### src/rtl/bsg_sipo_drain_scheduler.sv
// Drain controller for a multi-deque SIPO FIFO: packs available words into one
// registered beat. Optional stats counters: define BSG_SIPO_DRAIN_SCHEDULER_STATS_EN.
module bsg_sipo_drain_scheduler #(
    parameter int width_p   = 8,
    parameter int els_p     = 4,
    parameter int timeout_p = 16
) (
    input  logic                         clk_i,
    input  logic                         reset_i,
    input  logic [els_p-1:0]             sipo_valid_i,
    input  logic [els_p*width_p-1:0]     sipo_data_i,
    output logic [$clog2(els_p+1)-1:0]   sipo_yumi_cnt_o,
    input  logic                         flush_i,
    output logic                         beat_valid_o,
    output logic [els_p*width_p-1:0]     beat_data_o,
    output logic [$clog2(els_p+1)-1:0]   beat_count_o,
    input  logic                         beat_ready_i,
    output logic                         idle_o
`ifdef BSG_SIPO_DRAIN_SCHEDULER_STATS_EN
   ,output logic [15:0]                  stat_full_beats_o
   ,output logic [15:0]                  stat_partial_beats_o
`endif
);

    localparam int cw_lp = $clog2(els_p+1);
    localparam int tw_lp = (timeout_p == 0) ? 1 : $clog2(timeout_p+1);

    logic                     beat_valid_q, beat_valid_d;
    logic [els_p*width_p-1:0] beat_data_q, beat_data_d;
    logic [cw_lp-1:0]         beat_count_q, beat_count_d;
    logic [tw_lp-1:0]         timer_q, timer_d;

    logic [cw_lp-1:0]         avail;
    logic [els_p*width_p-1:0] masked_data;
    logic                     full, expired, slot_free, load;

    always_comb begin
        avail = '0;
        for (int i = 0; i < els_p; i++)
            avail = avail + cw_lp'(sipo_valid_i[i]);
    end

    // Words beyond the dequeued count are zeroed so the beat never leaks stale FIFO slots.
    always_comb begin
        masked_data = '0;
        for (int i = 0; i < els_p; i++)
            if (cw_lp'(i) < avail)
                masked_data[i*width_p +: width_p] = sipo_data_i[i*width_p +: width_p];
    end

    assign full      = (avail == cw_lp'(els_p));
    assign expired   = (timeout_p != 0) && (timer_q == tw_lp'(timeout_p));
    assign slot_free = ~beat_valid_q | beat_ready_i;
    assign load      = slot_free & (full | ((avail != '0) & (flush_i | expired)));

    always_comb begin
        beat_valid_d = beat_valid_q;
        beat_data_d  = beat_data_q;
        beat_count_d = beat_count_q;
        if (load) begin
            beat_valid_d = 1'b1;
            beat_data_d  = masked_data;
            beat_count_d = avail;
        end else if (beat_valid_q & beat_ready_i) begin
            beat_valid_d = 1'b0;
        end
    end

    // Timer saturates at timeout_p so a blocked partial beat stays expired until it drains.
    always_comb begin
        timer_d = timer_q;
        if (load || avail == '0)
            timer_d = '0;
        else if (timeout_p != 0 && !full && timer_q < tw_lp'(timeout_p))
            timer_d = timer_q + 1'b1;
    end

`ifdef BSG_SIPO_DRAIN_SCHEDULER_STATS_EN
    logic [15:0] full_cnt_q, full_cnt_d, part_cnt_q, part_cnt_d;

    always_comb begin
        full_cnt_d = full_cnt_q;
        part_cnt_d = part_cnt_q;
        if (load && full && full_cnt_q != 16'hffff)
            full_cnt_d = full_cnt_q + 16'd1;
        if (load && !full && part_cnt_q != 16'hffff)
            part_cnt_d = part_cnt_q + 16'd1;
    end

    always_ff @(posedge clk_i or posedge reset_i) begin
        if (reset_i) begin
            full_cnt_q <= '0;
            part_cnt_q <= '0;
        end else begin
            full_cnt_q <= full_cnt_d;
            part_cnt_q <= part_cnt_d;
        end
    end

    assign stat_full_beats_o    = full_cnt_q;
    assign stat_partial_beats_o = part_cnt_q;
`endif

    always_ff @(posedge clk_i or posedge reset_i) begin
        if (reset_i) begin
            beat_valid_q <= 1'b0;
            beat_data_q  <= '0;
            beat_count_q <= '0;
            timer_q      <= '0;
        end else begin
            beat_valid_q <= beat_valid_d;
            beat_data_q  <= beat_data_d;
            beat_count_q <= beat_count_d;
            timer_q      <= timer_d;
        end
    end

    assign sipo_yumi_cnt_o = (reset_i || !load) ? '0 : avail;
    assign beat_valid_o    = beat_valid_q;
    assign beat_data_o     = beat_data_q;
    assign beat_count_o    = beat_count_q;
    assign idle_o          = ~beat_valid_q & (avail == '0) & (timer_q == '0);

endmodule

### config.mk
export PLATFORM = sky130hd
export DESIGN_NAME = bsg_sipo_drain_scheduler
export DESIGN_NICKNAME = d
export VERILOG_FILES = /design/src/rtl/bsg_sipo_drain_scheduler.sv
export SDC_FILE = /design/constraint.sdc
export NUM_CORES = 1
export LEC_CHECK = 0
export CAP_MARGIN = 5
export CELL_PAD_IN_SITES_DETAIL_PLACEMENT = 0
export CELL_PAD_IN_SITES_GLOBAL_PLACEMENT = 1
export CORE_AREA = 2 2 78 80
export CTS_BUF_LIST = sky130_fd_sc_hd__clkbuf_8
export DETAILED_ROUTE_END_ITERATION = 16
export DIE_AREA = 0 0 80 82
export PLACE_DENSITY_LB_ADDON = 0.1
export SLEW_MARGIN = 25
export SYNTH_ARGS = -nofsm -noshare
export SYNTH_HDL_FRONTEND = slang
export SYNTH_SLANG_ARGS = --single-unit
export TNS_END_PERCENT = 10
### constraint.sdc
create_clock -name clk_i -period 5.35 [get_ports clk_i]
set_input_delay 1.07 -clock clk_i [delete_from_list [all_inputs] [get_ports clk_i]]
set_output_delay 1.07 -clock clk_i [all_outputs]
set_load 0.01 [all_outputs]
# == Word-level counts from Yosys, hierarchy flattened ==
# Cells that the tools add are included.
# word_totals
regBits,41
in_bits,40
elab_cells,43
# op_classes
addsub,4
order_cmp,5
n_eq_ne,2
mux,9
bitwise_logic,9
reduce_logical,10
# op_table
operator,count
$mux W8,4
$mux W5,2
$lt A1 B3 Y1 const A,2
$lt A2 B3 Y1 const A,2
$add A5 B1 Y5 const B,1
$and A1 B1 Y1,5
$eq A5 B5 Y1 const B,1
$logic_not A5 Y1,1
$lt A5 B5 Y1 const B,1
$reduce_bool A2 Y1,2
$add A2 B1 Y3,1
$add A3 B1 Y3,1
$eq A3 B3 Y1 const B,1
$logic_not A3 Y1,1
$mux W3,1
$or A1 B1 Y1,3
$reduce_bool A3 Y1,1
$add A1 B1 Y2,1
$logic_not A1 Y1,2
$logic_or A1 B1 Y1,2
$mux W1,2
$logic_and A1 B1 Y1,1
$not A1 Y1,1

# == Logic depth before layout (Yosys ltp) ==
# depth
word_depth,10
mapped_depth,13

# == Least setup slack after synthesis ==
# OpenSTA, ideal clock, no wires.
# synth_timing
kind,in2out
from,in sipo_valid_i[0]
to,out sipo_yumi_cnt_o[2]
arrival_time_ps,3141
required_ps,4280
setup_slack_ps,1139
stages,11
path_buffers,2
path_cell_list,inv_1 > fa_1 > inv_1 > ha_1 > inv_1 > ha_1 > buf_6 > nor2_2 > o311a_1 > clkbuf_1 > and2_1
# synth_between
elab_chain_cells,10
elab_cells_between_ends,11
cone_classes,add/sub: 3; eq/ne: 1; mux: 1; bitwise: 3; reduce/logical: 3
# synth_lines
item,line,source
start: declaration,10,"input logic [els_p-1:0] sipo_valid_i,"
$add A1 B1 Y2 *,40,avail = avail + cw_lp'(sipo_valid_i[i]);
$add A2 B1 Y3 *,40,
$add A3 B1 Y3 *,40,
net avail[1],33,logic [cw_lp-1:0] avail;
$reduce_bool A3 Y1,54,assign load = slot_free & (full | ((avail != '0) & (flush_i | expired)));
$and A1 B1 Y1,54,
$or A1 B1 Y1 *,54,
$and A1 B1 Y1 *,54,
$logic_not A1 Y1 *,118,assign sipo_yumi_cnt_o = (reset_i || !load) ? '0 : avail;
$logic_or A1 B1 Y1 *,118,
$mux W3 *,118,
end: declaration,12,"output logic [$clog2(els_p+1)-1:0] sipo_yumi_cnt_o,"
# The timed path passes the listed nets; every way through them passes the cells marked *.

# == Worst setup path in the final report ==
# Same ends and word-level chain as after synthesis.

==> metrics.yaml <==
worst_setup_path:
  path_class: "in -> out"
  cp.required_ns: 4.28
  worstSetupStartpointType: "input port"
  arrival_ns: 3.88
  cp_top_family: "buffers and inverters"
  reg2reg_setup_slack_ns: 3.38
  cpPeakStageDelay_ns: 0.55
  crit_chain: "clkdlybuf4s50_1 > inv_1 > fa_1 > inv_1 > ha_1 > inv_1 > ha_1 > nor2_2 > o311a_1 > and2_1 > clkdlybuf4s50_1"
  cp_slowest_cell: "clkdlybuf4s50_1"
  crit_path_end_kind: "primary output"
  worst-path-buf-inv: 5
  crit_path_frequent_cell: "inv_1"
  crit_fanout: 7
cells_and_area:
  fin_nets: 324
  fill_cells: 557
  antennaDiodeCount: 0
  final_cells: 354
  drive_above_1_share: 0.0753
  syn_to_final_growth_pct: 48.9
logic_synthesis:
  syn_area_mm2: 0.00196
  ys_seq_area_frac: 0.525
  ys_ff_latch: 41
  synth_xor_area_frac: 0.00896
  synth.avg_cell_area_um2: 9.83
  async_reset_ff_frac: 1.00
  synth_top_family_by_area: "compound AO/OA/AOI/OAI gates"
  synth_fa_ha_area_frac: 0.0422
  synth_cell_types: 34
  synth_top_cell_area_share: 0.525
  synthFlopType: "dfrtp_1"
  synth_area_leaders: "dfrtp_1, o21ai_0, nand2_1"
  ys_warn_count: 0
  syn_inst: 199
  synth_simple_gate_area_frac: 0.150
  synth_edf_count: 0
  synth.most_common_cell: "o21ai_0"
  synth_compound_area_frac: 0.211
  synth_common_cells: "o21ai_0, dfrtp_1, nand2_1"
  syn_nets: 245
  synth_area_leader_cell: "dfrtp_1"
  synth_mux_area_frac: 0
placement:
  gp_congestion: 0.793
  dp.cells: 346
  portBuffers: 79
  hpwl_mm: 3.45
  post-place-ws_ns: 0.395
sta:
  layout_setup_ws_ns: 0.396
  fin_crit_ns: 4.95
  setup_viol: 0
  tns_ns: 0
  hold_viol: 0
  hold_slack_ns: 0.507
  clock-skew-final_ns: 0.00841
  maxSlewHeadroom: 0.522
  fin_crit_sh: 0.926
  max_freq_mhz: 202
  worst-slew-pin-transition_ns: 0.717
  rsz0062_at_grt: "false"
  slew_violations: 0
routing:
  routed_wl_mm: 5.00
  vias: 1705
  wire_per_inst_um: 14.1
  drtAntennaViolNets: 0
  drt_pass1_iterations: 4
  route.detailed.drc: 0
  drt_iter0_markers: 75
  vias_per_cell: 4.82
job:
  drv_cap: 0
clock_network:
  clockBufferDepth: 2
  clk_pin_slew_ns: 0.08
  clock-sinks: 41
  cts_hold_buf: 0
  cts_root_buffer: "clkbuf_8"
  ctsHtreeMaxLevel: 2
  worstSkewPairLatency_ns: 0.29
  cts_setup_buffers: 0
  post_cts_resized: 0
  cts_inserted_buffers: 5
  tritoncts: "built"
pwr:
  vdd_drop_max_mv: 0.229
  power.static_leakage_nw: 1.26
  switching_power_uw: 360
  p_per_area_mw_per_mm2: 394
  switching_share: 0.314
  power_frac_clock: 0.225
  p_int_uw: 788
  combPwrFrac: 0.386
  seq_power_share: 0.389
die:
  die_h_um: 82
  io_pins: 80
  core_area_mm2: 0.00575
  die_width_um: 80
  initial_core_util: 0.340
  rows: 28
  die-area_mm2: 0.00656
global_routing:
  grt_max_degree: 42
  grt_pass1_wl_mm: 8.30
  antenna_found_initial: 0
  grt_use_total: 0.163
  first_global_vias: 1695
  gr-total-overflow: 0
worst_hold_path:
  min_path_type: "reg -> reg"
run_status:
  status: "finished, final reports clean"
[power by group through the flow]
stage / sequential (mW) / clock [mW] / combinational, mW
after floorplan: 0.489 / 0 / 0.178
after global placement: 0.453 / 0 / 0.450
after detailed placement: 0.454 / 0 / 0.451
after CTS: 0.448 / 0.269 / 0.452
after global routing: 0.459 / 0.282 / 0.494
final: 0.447 / 0.258 / 0.444
[state kept, by name, indices dropped and copies added, names as in the netlist]
register and flops:
beat_data_o 32, timer_q 5, beat_count_o 3, beat_valid_o 1
[stage by stage]
| step | cell area [µm²] | util | total power [mW] |
|---|---|---|---|
| 6_report | 2910 | 0.507 | 1.15 |
| 5_1_grt | 2910 | 0.507 | 1.24 |
| 4_1_cts | 2910 | 0.507 | 1.17 |
| 3_5_place_dp | 2790 | 0.486 | 0.905 |
| 3_3_place_gp | 2790 | 0.486 | 0.903 |
| 2_1_floorplan | 1960 | - | 0.667 |
[placed cells by master, fill, tap and decap left out]
cell             instances
bufinv_16                1
nor3_2                   1
clkdlybuf4s50_1         79
nor3_1                   5
clkinvlp_4               1
o31ai_4                  1
o211ai_1                 1
and2_1                   1
nor2b_1                  1
nand2_1                 19
a21oi_1                  5
fa_1                     1
o21ba_2                  1
nand3_1                  3
o21ai_1                  5
xor2_1                   1
nor2_1                  10
nand2b_1                 9
or2_2                    2
nand4_1                  1
inv_2                    1
clkbuf_8                 6
buf_4                    5
xnor2_1                  1
o21ai_0                 46
a22o_1                   8
a31oi_1                  1
and4bb_4                 1
ha_1                     5
inv_1                    9
dfrtp_1                 41
o31ai_1                  1
and3_1                   3
nor4_1                   1
nor2_2                   1
o311a_1                  1
[routing by layer]
metal | vias to the layer above | share of wire | track usage
li1 | 843 | - | -
met1 | 806 | 0.46 | 0.217
met2 | 51 | 0.47 | 0.268
met3 | 5 | 0.062 | 0.0429
met4 | 0 | 0.0062 | 0.0407
met5 | - | 0 | 0
[path summary, 6_finish.rpt]
| kind | from | to | cells after the start |
|---|---|---|---|
| worst max-delay path | sipo_valid_i[0] | sipo_yumi_cnt_o[2] | 11 |
| worst min-delay path | beat_data_o[25] | beat_data_o[25] | 1 |
| worst max register to register | timer_q[0] | beat_data_o[26] | 6 |
| worst min register to register | beat_data_o[25] | beat_data_o[25] | 1 |
| max in group asynchronous | reset_i | beat_valid_o | 3 |
| min in group asynchronous | reset_i | beat_count_o[0] | 3 |
[cells by family after synthesis]
kind of cell    after synthesis
compound gates               70
simple gates                 58
flops                        41
buf+inv                      22
fa+ha+maj                     6
xor+xnor                      2
[layout make-up]
type                            instances  area [µm²]  area share
Timing Repair Buffer                   84         828       0.284
Sequential cell                        41        1030       0.352
Inverter                               10        37.5      0.0129
Clock buffer                            6        82.6      0.0284
Clock inverter                          2        37.5      0.0129
Tap cell                               75        93.8      0.0322
Multi-Input combinational cell        136         807       0.277
(Power assumes the default switching activity.)
